===== src/rtl/lc4_div_sequencer.sv =====
// Iterative restoring divider for LC4 DIV/MOD.
// Resolves STEPS quotient bits per CALC cycle; results wait in DONE until taken.
module lc4_div_sequencer #(
   parameter int STEPS = 1
) (
   input  logic        clk,
   input  logic        rst_n,
   input  logic        i_start,
   input  logic [15:0] i_dividend,
   input  logic [15:0] i_divisor,
   input  logic        i_abort,
   input  logic        i_res_ready,
   output logic        o_ready,
   output logic        o_busy,
   output logic        o_valid,
   output logic [15:0] o_quotient,
   output logic [15:0] o_remainder
);

   localparam int K = 16 / STEPS;

   localparam logic [1:0] S_IDLE = 2'd0;
   localparam logic [1:0] S_CALC = 2'd1;
   localparam logic [1:0] S_DONE = 2'd2;

   if (STEPS != 1 && STEPS != 2 && STEPS != 4) begin : g_bad_steps
      $error("lc4_div_sequencer: STEPS must be 1, 2 or 4");
   end

   logic [1:0]  state;
   logic [15:0] rem;
   logic [15:0] quo;
   logic [15:0] div;
   logic [3:0]  cnt;

   logic [15:0] rem_nx;
   logic [15:0] quo_nx;
   logic [16:0] t;
   logic [16:0] diff;

   // Unrolled restoring steps for one CALC edge
   always_comb begin
      rem_nx = rem;
      quo_nx = quo;
      t      = '0;
      diff   = '0;
      for (int i = 0; i < STEPS; i++) begin
         t      = {rem_nx, quo_nx[15]};
         quo_nx = {quo_nx[14:0], 1'b0};
         diff   = t - {1'b0, div};
         if (t >= {1'b0, div}) begin
            rem_nx    = diff[15:0];
            quo_nx[0] = 1'b1;
         end else begin
            rem_nx = t[15:0];
         end
      end
   end

   always_ff @(posedge clk or negedge rst_n) begin
      if (!rst_n) begin
         state <= S_IDLE;
         rem   <= '0;
         quo   <= '0;
         div   <= '0;
         cnt   <= '0;
      end else begin
         unique case (state)
            S_IDLE: begin
               if (i_abort) begin
                  state <= S_IDLE;
               end else if (i_start) begin
                  if (i_divisor != 16'd0) begin
                     rem   <= '0;
                     quo   <= i_dividend;
                     div   <= i_divisor;
                     cnt   <= 4'(K - 1);
                     state <= S_CALC;
                  end else begin
                     rem   <= '0;
                     quo   <= '0;
                     state <= S_DONE;
                  end
               end
            end
            S_CALC: begin
               if (i_abort) begin
                  state <= S_IDLE;
               end else begin
                  rem <= rem_nx;
                  quo <= quo_nx;
                  if (cnt == 4'd0) begin
                     state <= S_DONE;
                  end else begin
                     cnt <= cnt - 4'd1;
                  end
               end
            end
            S_DONE: begin
               if (i_abort || i_res_ready) begin
                  state <= S_IDLE;
               end
            end
            default: state <= S_IDLE;
         endcase
      end
   end

   assign o_ready     = (state == S_IDLE);
   assign o_busy      = (state == S_CALC);
   assign o_valid     = (state == S_DONE);
   assign o_quotient  = quo;
   assign o_remainder = rem;

endmodule


===== config.mk =====
export PLATFORM = sky130hd
export DESIGN_NAME = lc4_div_sequencer
export DESIGN_NICKNAME = d
export VERILOG_FILES = /design/src/rtl/lc4_div_sequencer.sv
export SDC_FILE = /design/constraint.sdc
export NUM_CORES = 1
export LEC_CHECK = 0
export ABC_AREA = 1
export CORE_MARGIN = 1.5
export CORE_UTILIZATION = 53
export CTS_CLUSTER_SIZE = 14
export DETAILED_ROUTE_END_ITERATION = 10
export GPL_TIMING_DRIVEN = 0
export PLACE_DENSITY = 0.81
export SYNTH_ARGS = -nofsm -noshare
export SYNTH_HDL_FRONTEND = slang
export SYNTH_SLANG_ARGS = --single-unit

===== constraint.sdc =====
create_clock -name clk -period 2.52 [get_ports clk]
set_input_delay 0.504 -clock clk [delete_from_list [all_inputs] [get_ports clk]]
set_output_delay 0.504 -clock clk [all_outputs]
set_load 0.01 [all_outputs]

### Word-level counts from Yosys, hierarchy flattened

Index checks and enable logic that the tools add are counted.
Widths: inputs -> output; s select.

| storage, ports and cells | value |
|---|---|
| flip-flop bits (word level) | 54 |
| bits in latches | 0 |
| RAM bits | 0 |
| ROM bits | 0 |
| input bits | 37 |
| output and inout bits | 35 |
| memories kept | 0 |

| cells by class | value |
|---|---|
| add/sub/neg operators | 2 |
| multiply operators | 0 |
| div/mod/pow operators | 0 |
| magnitude comparators | 1 |
| eq/ne operators | 10 |
| shifts and indexed selects | 0 |
| mux-type cells | 24 |
| bitwise operators | 1 |
| reductions and logical operators | 9 |

Operator list:

| cell | number |
|---|---|
| $mux 16 | 8 |
| $pmux 16 s2 | 2 |
| $mux 4 | 5 |
| $ge 17x16->1 | 1 |
| $reduce_bool 16->1 | 1 |
| $sub 16x16->16 | 1 |
| $mux 2 | 6 |
| $ne 2x2->1 const B | 4 |
| $pmux 4 s2 | 1 |
| $reduce_and 4->1 | 2 |
| $pmux 2 s3 | 1 |
| $reduce_and 6->1 | 1 |
| $logic_not 4->1 | 1 |
| $ne 2x1->1 const B | 2 |
| $sub 4x1->4 const B | 1 |
| $ne 3x2->1 const B | 1 |
| $ne 3x3->1 const B | 1 |
| $reduce_and 3->1 | 1 |
| $eq 2x1->1 const B | 1 |
| $eq 2x2->1 const B | 1 |
| $logic_not 2->1 | 1 |
| $reduce_bool 2->1 | 1 |
| $logic_or 1x1->1 | 1 |
| $mux 1 | 1 |
| $not 1->1 | 1 |

### Depth between registers and ports, before layout

| logic depth | value |
|---|---|
| depth after elaboration | 5 |
| depth in mapped cells | 14 |
| gate-level depth less buffers | 14 |

### Worst setup path before layout

OpenSTA, ideal clock, no wires.

| timing path | value |
|---|---|
| path type | reg2reg |
| from | reg quo[15] (netlist: o_quotient[15]) |
| to | reg rem[12] (netlist: o_remainder[12]) |
| setup time | 0.117 ns |
| data arrival time | 1.724 ns |
| slack | 0.679 ns |
| cell stages (with the launch flop) | 14 |
| period minus slack after synthesis | 1.841 ns |
| cell sequence | dfrtp_1 > inv_1 > ha_1 > fa_1 > inv_1 > nand3_1 > nand3_1 > nand3_1 > nand3_1 > nand2_1 > nand2_1 > nand2_1 > nand3_1 > nand2_1 |

| between the ends | value |
|---|---|
| word-level cells in the longest chain between the ends | 4 |
| elaborated cells on any way between the ends | 5 |
| those cells by class | 1 x add/sub; 1 x order compare; 3 x mux |

RTL lines:

| element | line | text |
|---|---|---|
| from (decl) | 32 | `logic [15:0] quo;` |
| from (signal assigned) | 75 | `quo <= i_dividend;` |
| from (signal assigned) | 91 | `quo <= quo_nx;` |
| $sub 16x16->16 / $ge 17x16->1 (equally long branches) | 50, 51 |  |
| $mux 16 * | 51 | `if (t >= {1'b0, div}) begin` |
| $mux 16 * | 87 | `if (i_abort) begin` |
| $pmux 16 s2 * | 68 | `unique case (state)` |
| to (signal assigned) | 90 | `rem <= rem_nx;` |
| to (decl) | 31 | `logic [15:0] rem;` |

Every way passes the cells marked *; elsewhere a longest branch is shown, timed or not. The select of a mux whose other input is x is not followed.
A chain may end at the register's enable or synchronous reset.

### Worst setup path after layout

| timing path | value |
|---|---|
| from | reg rem[11] (netlist: o_remainder[11]) |
| to | reg rem[3] (netlist: o_remainder[3]) |

| between the ends | value |
|---|---|
| word-level cells in the longest chain between the ends | 4 |

RTL lines:

| element | line |
|---|---|
| $ge 17x16->1 | 51 |
| $mux 16 | 51 |
| $mux 16 | 87 |
| $pmux 16 s2 | 68 |

Every way passes these cells. The select of a mux whose other input is x is not followed.

==> results_dict.tcl <==
set metrics [dict create \
    outcome "finished clean" \
    drc 0 \
    antenna_found_initial 0 \
    start_util 0.5509 \
    required_ps 2700 \
    ys_seq_elements 54 \
    worstMarginPinSlew_ps 499.1 \
    clock.fmax_mhz 472.8 \
    drt_pass1_iterations 4 \
    synth_cell_types 35 \
    nFillCells 605 \
    fp.dieH_um 87.27 \
    clock_path_buffers 2 \
    grt_busiest_layer "met2" \
    synthCells 543 \
    critPathMaxFanout 10 \
    grt_max_degree 35 \
    critPathArrivalTime_ps 2290 \
    place_congestion 0.9474 \
    cap_violations 0 \
    layout.cells.non_filler 719 \
    die_x_um 87.27 \
    vias 3724 \
    cts_buffers 5 \
    viasPerCell 5.179 \
    grtUsageMet1 0.3480 \
    end_kind "flop" \
    grtUsageTotal 0.2822 \
    skew_ps 7.268 \
    root_buffer "clkbuf_8" \
    post_cts_buffers 0 \
    p_per_area_nw_per_um2 1218 \
    grt_pass1_vias 3840 \
    portBuffers 71 \
    met2_usage 0.4979 \
    hold_buffers 0 \
    p_leak_nw 2.477 \
    hold_path.class "input port to asynchronous set/reset pin" \
    grt_pass1_wl_um 17000 \
    max-vdd-ir-drop_mv 0.5103 \
    postLayoutCoreUtil 0.6892 \
    slew_headroom 0.6673 \
    period_minus_slack_ps 2115 \
    cts.sinks 54 \
    fin_area_um2 4708 \
    drt_iter0_markers 190 \
    syn-num-nets 598 \
    drive_above_1_share 0.06742 \
    synth_warnings 0 \
    n_antenna_cell 0 \
    die_area_um2 7616 \
    pin_count 72 \
    grt_overflow 0 \
    crit_chain "ha_1 > nand2_2 > inv_1 > nand2_1 > nand2_1 > nand2_1 > nand2_1 > nor2_4 > buf_6 > nand3_1 > nand3_1 > o21ai_0" \
    final_common_cell "nand2_1" \
    final_hold_viol_count 0 \
    slowest_delay_ps 450 \
    total_power_mw 5.735 \
    finalCritPeriodShare 0.8394 \
    place_inst 711 \
    avgRoutedWirePerCell_um 13.98 \
    wirelength_um 10050 \
    fin_nets 677 \
    crit_path_frequent_cell "nand2_1" \
    ys_async_sr_fraction 1.000 \
    final_max_slew_viol_count 0 \
    crit_buf_inv 2 \
    syn_area_per_cell_um2 6.931 \
    core_um2 6832 \
    rows 30 \
    htree_levels 2 \
    crit_type "flop to flop" \
    dp.final_hpwl_um 7961 \
    cp_top_family "simple AND/OR/NAND/NOR gates" \
    syn_area_um2 3764 \
    drt.antenna.violating_nets 0 \
    cp-start-kind "flop" \
    insertion_delay_ps 310 \
    setup_violations 0 \
    dpl_cell_area_um2 4609 \
    cts.reportedPaths.clkPinSlew_ps 110 \
    syn_to_final_growth_pct 25.10 \
    dominantRegCellSynth "dfrtp_1" \
    use_met3 0.05403 \
    final_cell_mix "nand2_1 (148), inv_1 (95), clkdlybuf4s50_1 (69)" \
    yosysSeqAreaShare 0.3590 \
    rsz0062_at_grt "false" \
    synth_edf_count 0 \
    slowest_stage "dfrtp_1" \
    tritoncts "yes" \
]
[kinds of logic after synthesis]
group / synth area share
DFF: 0.3590
xor gates and xnor gates: 0.01629
and+or+nand+nor: 0.3358
AOI/OAI and AO/OA: 0.1041
adders and majority gates: 0.06183
buffers and inverters: 0.1230
[state kept, by name, indices dropped and copies added (netlist names)]
signal and cells:
cnt 4, div 16, o_quotient 16, o_remainder 16, state 2
[metrics by stage]
step | hold slack, ps | setup slack [ps] | TNS, ps
detailed placement | 467.5 | 95.92 | 0
finish | 135.7 | 404.8 | 0
floorplan | 208.4 | 679.1 | 0
global route | 165.4 | 250.3 | 0
global placement | 453.8 | -717.6 | -38570
CTS | 149.9 | 26.94 | 0
[path summary, 6_finish.rpt]
check	start	endpoint	slack, ps	cells past startpoint
setup / recovery	o_remainder[11]$_DFFE_PN0P_	o_remainder[3]$_DFFE_PN0P_	400	12
min in group clk	cnt[2]$_DFFE_PN0P_	cnt[2]$_DFFE_PN0P_	490	2
hold / removal	rst_n	cnt[2]$_DFFE_PN0P_	140	1
hold reg to reg	cnt[2]$_DFFE_PN0P_	cnt[2]$_DFFE_PN0P_	490	2
max in group asynchronous	rst_n	o_remainder[8]$_DFFE_PN0P_	1830	2
setup reg to reg	o_remainder[11]$_DFFE_PN0P_	o_remainder[3]$_DFFE_PN0P_	400	12
[routing by layer]
metal  wire length (um)  share of wire
met4                136          0.014
met1               4421           0.44
met5                  0              0
met3                462          0.046
met2               5033           0.50
[cells in the mapped netlist, types with 4 or more instances]
cell type,n,area share
a21oi_1,38,0.051
buf_2,6,0.0080
dfrtp_1,54,0.36
ha_1,17,0.057
inv_1,95,0.095
nand2_1,148,0.15
nand3_1,61,0.081
nand3_2,4,0.011
nand3b_1,5,0.010
nand4_1,9,0.015
nor2_1,33,0.033
nor2_2,5,0.0083
o21ai_0,24,0.032
o21ai_1,7,0.0093
xor2_1,4,0.0093
[where the power goes]
part / leakage, nW / switching, mW / internal [mW]
Clock: 0.0458 / 0.313 / 0.203
Combinational: 1.77 / 2.20 / 1.55
Sequential: 0.659 / 0.276 / 1.20
[layout make-up]
cell class              count  area [um^2]  area share
multi-input cells         377         1949      0.4140
flip-flops and latches     54         1351      0.2870
repair buffers             72        728.2      0.1547
inverters                  97        366.6     0.07786
well taps                  96        120.1     0.02551
plain buffers              15        102.6     0.02179
clock buffers               6        72.57     0.01541
clock inverters             2        17.52    0.003720
[what timing repair did]
action | CTS | global route
endpoints found under the setup margin | 1 | 1
gates resized for setup | 1 | 2
cloned | 0 | 0
Power figures use the tool's default switching activity.
